<file path="src/rtl/fetch_stage.sv">
// fetch_stage
//   Instruction-fetch stage directly upstream of a combinational IMEM.
//   Owns the PC register, presents it to IMEM, and captures
//   {pc, pc+4, instruction} into the IF/ID pipeline register.
//   Decode/hazard stalls hold the stage; EX-stage redirects
//   (jal/jalr/taken branch) reload the PC and flush the single IF/ID slot.
//
// Optional feature macro: FETCH_MISALIGN_TRAP_EN
//   When defined, a redirect whose target has bit 1 set raises a sticky
//   misalign trap and freezes fetch until reset. When undefined, the two
//   low target bits are forced to zero and the trap ports are absent.
//
// Parameters
//   RESET_PC       PC loaded on reset.
//   NOP_INSTR      Bubble word placed in IF/ID on reset and flush.
//
// Ports
//   clk            Rising-edge clock.
//   rst            Asynchronous, active-high reset.
//   stall_i        Hold PC and IF/ID contents this cycle.
//   redirect_i     Load redirect_pc_i into the PC and flush IF/ID.
//   redirect_pc_i  Redirect target byte address.
//   imem_pc_o      Byte address to IMEM (the PC register).
//   imem_instr_i   Instruction word returned by IMEM.
//   ifid_pc_o      PC of the captured instruction.
//   ifid_pc4_o     ifid_pc_o + 4 (link value).
//   ifid_instr_o   Captured instruction.
//   ifid_valid_o   IF/ID slot holds a real instruction.
//   misalign_o     Sticky misaligned-redirect flag (macro only).
//   misalign_pc_o  Offending redirect target (macro only).
module fetch_stage #(
    parameter logic [31:0] RESET_PC  = 32'h0000_0000,
    parameter logic [31:0] NOP_INSTR = 32'h0000_0013
) (
    input  logic        clk,
    input  logic        rst,
    input  logic        stall_i,
    input  logic        redirect_i,
    input  logic [31:0] redirect_pc_i,
    output logic [31:0] imem_pc_o,
    input  logic [31:0] imem_instr_i,
    output logic [31:0] ifid_pc_o,
    output logic [31:0] ifid_pc4_o,
    output logic [31:0] ifid_instr_o,
`ifdef FETCH_MISALIGN_TRAP_EN
    output logic        ifid_valid_o,
    output logic        misalign_o,
    output logic [31:0] misalign_pc_o
`else
    output logic        ifid_valid_o
`endif
);

`ifdef FETCH_MISALIGN_TRAP_EN
    typedef enum logic [1:0] {BOOT, RUN, HALT} state_t;
`else
    typedef enum logic [1:0] {BOOT, RUN} state_t;
`endif

    state_t      state_q, state_d;
    logic [31:0] pc_q, pc_d;
    logic [31:0] ifid_pc_q, ifid_pc_d;
    logic [31:0] ifid_pc4_q, ifid_pc4_d;
    logic [31:0] ifid_instr_q, ifid_instr_d;
    logic        ifid_valid_q, ifid_valid_d;
    logic [31:0] pc_plus4;
    logic [31:0] target;

    assign pc_plus4 = pc_q + 32'd4;

`ifdef FETCH_MISALIGN_TRAP_EN
    logic        misalign_q, misalign_d;
    logic [31:0] misalign_pc_q, misalign_pc_d;

    assign target = {redirect_pc_i[31:1], 1'b0};
`else
    assign target = {redirect_pc_i[31:2], 2'b00};
`endif

    always_ff @(posedge clk or posedge rst) begin
        if (rst) begin
            state_q      <= BOOT;
            pc_q         <= RESET_PC;
            ifid_pc_q    <= '0;
            ifid_pc4_q   <= '0;
            ifid_instr_q <= NOP_INSTR;
            ifid_valid_q <= 1'b0;
`ifdef FETCH_MISALIGN_TRAP_EN
            misalign_q    <= 1'b0;
            misalign_pc_q <= '0;
`endif
        end else begin
            state_q      <= state_d;
            pc_q         <= pc_d;
            ifid_pc_q    <= ifid_pc_d;
            ifid_pc4_q   <= ifid_pc4_d;
            ifid_instr_q <= ifid_instr_d;
            ifid_valid_q <= ifid_valid_d;
`ifdef FETCH_MISALIGN_TRAP_EN
            misalign_q    <= misalign_d;
            misalign_pc_q <= misalign_pc_d;
`endif
        end
    end

    // Priority in RUN: redirect > stall > advance. A flush keeps the old
    // pc/pc4 fields; only valid and the instruction word are bubbled.
    always_comb begin
        state_d      = state_q;
        pc_d         = pc_q;
        ifid_pc_d    = ifid_pc_q;
        ifid_pc4_d   = ifid_pc4_q;
        ifid_instr_d = ifid_instr_q;
        ifid_valid_d = ifid_valid_q;
`ifdef FETCH_MISALIGN_TRAP_EN
        misalign_d    = misalign_q;
        misalign_pc_d = misalign_pc_q;
`endif
        case (state_q)
            BOOT: begin
                // PC held one cycle so IMEM output settles; EX cannot
                // hold a valid redirect yet, so it is dropped.
                state_d = RUN;
            end
            RUN: begin
                if (redirect_i) begin
                    ifid_instr_d = NOP_INSTR;
                    ifid_valid_d = 1'b0;
`ifdef FETCH_MISALIGN_TRAP_EN
                    if (redirect_pc_i[1]) begin
                        misalign_d    = 1'b1;
                        misalign_pc_d = target;
                        state_d       = HALT;
                    end else begin
                        pc_d = target;
                    end
`else
                    pc_d = target;
`endif
                end else if (!stall_i) begin
                    ifid_pc_d    = pc_q;
                    ifid_pc4_d   = pc_plus4;
                    ifid_instr_d = imem_instr_i;
                    ifid_valid_d = 1'b1;
                    pc_d         = pc_plus4;
                end
            end
`ifdef FETCH_MISALIGN_TRAP_EN
            HALT: begin
                // Frozen until reset; IF/ID already holds the bubble.
                state_d = HALT;
            end
`endif
            default: state_d = BOOT;
        endcase
    end

    assign imem_pc_o    = pc_q;
    assign ifid_pc_o    = ifid_pc_q;
    assign ifid_pc4_o   = ifid_pc4_q;
    assign ifid_instr_o = ifid_instr_q;
    assign ifid_valid_o = ifid_valid_q;
`ifdef FETCH_MISALIGN_TRAP_EN
    assign misalign_o    = misalign_q;
    assign misalign_pc_o = misalign_pc_q;
`endif

endmodule

</file>
<file path="config.mk">
export PLATFORM = sky130hd
export DESIGN_NAME = fetch_stage
export DESIGN_NICKNAME = d
export VERILOG_FILES = /design/src/rtl/fetch_stage.sv
export SDC_FILE = /design/constraint.sdc
export NUM_CORES = 1
export LEC_CHECK = 0
export ABC_CLOCK_PERIOD_IN_PS = 9840
export CAP_MARGIN = 20
export CORE_ASPECT_RATIO = 2
export CORE_MARGIN = 1.5
export CORE_UTILIZATION = 50
export CTS_BUF_LIST = sky130_fd_sc_hd__clkbuf_8
export CTS_CLUSTER_DIAMETER = 40
export DETAILED_ROUTE_END_ITERATION = 6
export GPL_TIMING_DRIVEN = 1
export MAX_ROUTING_LAYER = met4
export PLACE_DENSITY = 0.95
export SYNTH_ARGS = -nofsm -noshare
export SYNTH_HDL_FRONTEND = slang
export SYNTH_SLANG_ARGS = --single-unit
</file>
<file path="constraint.sdc">
create_clock -name clk -period 9.84 [get_ports clk]
set_input_delay 0.984 -clock clk [delete_from_list [all_inputs] [get_ports clk]]
set_output_delay 0.984 -clock clk [all_outputs]
set_load 0.02 [all_outputs]
</file>
==> run_results.csv <==
group,metric,value,unit
synth,ys_seq_elements,124,
cells_and_area,drive_above_1_share,6.41,%
cells_and_area,fin_nets,836,
synth,synth_fa_ha_area_share,0.220,%
clock_network,ctsHoldBuffers,0,
drt,wl_per_cell,18.6,um
clock_network,clk_latency,0.44,ns
cells_and_area,layout_commonest_cell,"clkdlybuf4s50_1",
power_and_ir_drop,p_sw_share,31.8,%
clock_network,tritoncts,"built",
sta,min_period,3.97,ns
synth,yosys.area_share.simple,20.3,%
sta,fin_crit_sh,40.3,%
setup_path,path_class,"primary input to register",
sta,fin_skew,0.0228,ns
cells_and_area,post_layout_nonfiller_instances,924,
power_and_ir_drop,leakagePower,0.00348,uW
drt,firstDrtPassIters,6,
setup_path,worstPathRequired,10.21,ns
clock_network,clkTransAtPathRegs,0.07,ns
drt,ant_nets,0,
placed_design,post-place-ws,5.52,ns
setup_path,endpoint_kind,"register",
clock_network,ctsResizeCount,0,
placed_design,place_inst,890,
sta,maxSlewHeadroom,28.8,%
drt,drt-total-wl,17200,um
power_and_ir_drop,p_switching,522,uW
global_routing,grt_pass1_wl,27400,um
placed_design,portBuffers,188,
synth,yosysTopAreaCell,"dfrtp_1",
global_routing,grt_max_degree,101,
die,fp.dieW,78.4,um
drt,first_iter_violations,815,
power_and_ir_drop,vdd_drop_max,0.000140,V
synth,yosys_most_used_dff,"dfrtp_1",
synth,syn_area_per_cell,9.52,um2
clock_network,cts_sinks,124,
clock_network,h-tree-depth,4,
global_routing,track_usage,30.2,%
clock_network,cts_buffer_depth,2,
cells_and_area,multi_input_area,2380,um2
setup_path,start_kind,"primary input",
synth,ys_seq_area_share,54.6,%
sta,grt_setup_unrepaired,"false",
setup_path,crit_arrival,4.33,ns
power_and_ir_drop,p_per_area,204,nW/um2
setup_path,cpPeakStageDelay,0.85,ns
clock_network,cts-root-buf,"clkbuf_8",
status,status,"complete, no violations",
setup_path,path_cells,"clkdlybuf4s50_1 -> buf_4 -> inv_1 -> nand2_4 -> or4b_2 -> o21ai_0 -> a21o_1",
drt,num_vias,5454,
synth,synth-edff-count,0,
placed_design,dp_hpwl,11700,um
cells_and_area,regArea,3110,um2
setup_path,cp_max_fo,100,
sta,finalHoldViolations,0,
synth,async_reset_ff_share,100,%
cells_and_area,area_delta_synth_final,41.8,%
synth,synthDistinctLibCells,55,
cells_and_area,fillers,775,
synth,synth_compound_gate_area_share,15.9,%
synth,syn-cell-area,5690,um2
hold_path,hold_path_class,"register to register",
power_and_ir_drop,clkPwrFrac,30.6,%
clock_network,cts_made_buffers,17,
power_and_ir_drop,combPwrFrac,28.2,%
placed_design,place_congestion,0.923,
die,die_h,154,um
die,core_area,11200,um2
power_and_ir_drop,seq_power_share,41.2,%
synth,ys_warn_count,0,
global_routing,antenna_found_initial,2,
clock_network,post_cts_buffers,0,
drt,vias_per_cell,5.90,
synth,muxShareOfSynthArea,0.528,%
synth,yosys.area.top_type_share,53.2,%
die,start_util,50.7,%
global_routing,overflow,0,
sta,fin_ws,5.87,ns
power_and_ir_drop,internal_power,1120,uW
synth,synth_area_leaders,"dfrtp_1, nand2_1, a22o_1, o21ai_0, xnor2_1",
die,rows,55,
sta,tightest_slew,1.07,ns
synth,synth-xor-area-share,4.15,%
sta,fmax,252,MHz
cells_and_area,final_cell_mix,"clkdlybuf4s50_1, nand2_1, dfrtp_1",
sta,fin_tns_setup,0,ns
job,maxCapViolations,0,
drt,drc,0,
setup_path,critical-path-slowest-cell,"or4b_2",
synth,synth_top_family_by_area,"simple AND/OR/NAND/NOR gates",
synth,syn_inst,598,
sta,finalSetupViolations,0,
die,io_pins,197,
sta,drv_slew,0,
die,dieArea,12100,um2
global_routing,grt_pass1_vias,5553,
layout make-up:
class / count / share of cell area [%]
Clock inverter: 10 / 1.81
Multi-Input combinational cell: 424 / 29.5
Tap cell: 142 / 2.20
Sequential cell: 124 / 38.5
Timing Repair Buffer: 193 / 23.8
Antenna cell: 2 / 0.0620
Inverter: 7 / 0.357
Clock buffer: 22 / 3.75
cell usage after synthesis, types with 2 or more instances:
| cell type | count |
|---|---|
| o22ai_1 | 3 |
| inv_1 | 7 |
| nand3_2 | 2 |
| dfstp_2 | 3 |
| nor4_1 | 3 |
| or4_1 | 4 |
| o21a_1 | 4 |
| clkbuf_1 | 36 |
| o22a_1 | 5 |
| a22o_1 | 30 |
| buf_4 | 6 |
| nor3_1 | 18 |
| o311ai_0 | 2 |
| nor2_1 | 29 |
| nand3_1 | 9 |
| nor2b_1 | 2 |
| nand3b_1 | 3 |
| o21ai_0 | 52 |
| and3_1 | 11 |
| and4_1 | 3 |
| or4_4 | 2 |
| conb_1 | 2 |
| mux2i_1 | 3 |
| nand4_1 | 6 |
| a22oi_1 | 6 |
| a21oi_1 | 16 |
| a21o_1 | 2 |
| buf_2 | 5 |
| o21ai_1 | 2 |
| dfrtp_1 | 121 |
| xor2_1 | 9 |
| a211oi_1 | 3 |
| or3_1 | 9 |
| nand2_1 | 142 |
| xnor2_1 | 18 |
registers in the layout, summed over array words and instances, names as in the netlist:
| register | flops |
|---|---|
| ifid_instr_o | 32 |
| ifid_pc4_o | 30 |
| ifid_pc_o | 30 |
| ifid_valid_o | 1 |
| imem_pc_o | 30 |
| state_q | 1 |
kinds of logic after synthesis:
| family | count (synthesis) |
|---|---|
| compound gates | 136 |
| fa+ha+maj | 1 |
| buf+inv | 55 |
| flops | 124 |
| mux | 3 |
| other cells | 2 |
| xor+xnor | 27 |
| simple gates | 250 |
worst paths after layout:
kind | from | endpoint | slack [ns] | cells after the start
max in group asynchronous | rst | ifid_pc4_o[13]$_DFFE_PP0P_ | 7.44 | 3
worst min-delay path | ifid_pc_o[26]$_DFFE_PP0P_ | ifid_pc_o[26]$_DFFE_PP0P_ | 0.48 | 2
worst max register to register | state_q[0]$_DFFE_PP0N_ | ifid_pc4_o[18]$_DFFE_PP0P_ | 7.08 | 5
min in group asynchronous | rst | ifid_pc_o[7]$_DFFE_PP0P_ | 0.97 | 2
worst max-delay path | redirect_i | ifid_pc4_o[18]$_DFFE_PP0P_ | 5.87 | 7
worst min register to register | ifid_pc_o[26]$_DFFE_PP0P_ | ifid_pc_o[26]$_DFFE_PP0P_ | 0.48 | 2
layer usage:
layer  vias up  global-route usage [%]  wire length (um)
li1       2406                       -                 -
met1      2590                    32.4              6030
met2       355                    48.5              8760
met3       103                    6.11              1260
met4         0                    22.2              1130
met5         -                       -                 0
metrics by stage:
step	util (%)	instance area, um2	hold slack, ns	total power (uW)
after detailed placement	67.9	7610	0.461	1150
after CTS	71.9	8060	0.480	1650
after floorplan	-	5710	0.588	901
after global routing	71.9	8070	0.502	1710
after global placement	67.9	7610	0.457	1130
final	71.9	8070	0.477	1640
critical path: cells and delay by family:
kind | cells | cell delay (ns)
AO/OA/AOI/OAI | 2 | 0.20
buffers and inverters | 3 | 1.48
AND/OR/NAND/NOR | 2 | 1.62
power groups by stage:
stage          logic, uW  registers (uW)  clock network (uW)
2_1_floorplan        137             764                   0
3_3_place_gp         451             677                   0
3_5_place_dp         463             683                   0
4_1_cts              466             675                 509
5_1_grt              495             688                 531
6_report             464             677                 503
No activity file was read; power rests on OpenSTA's default activity.
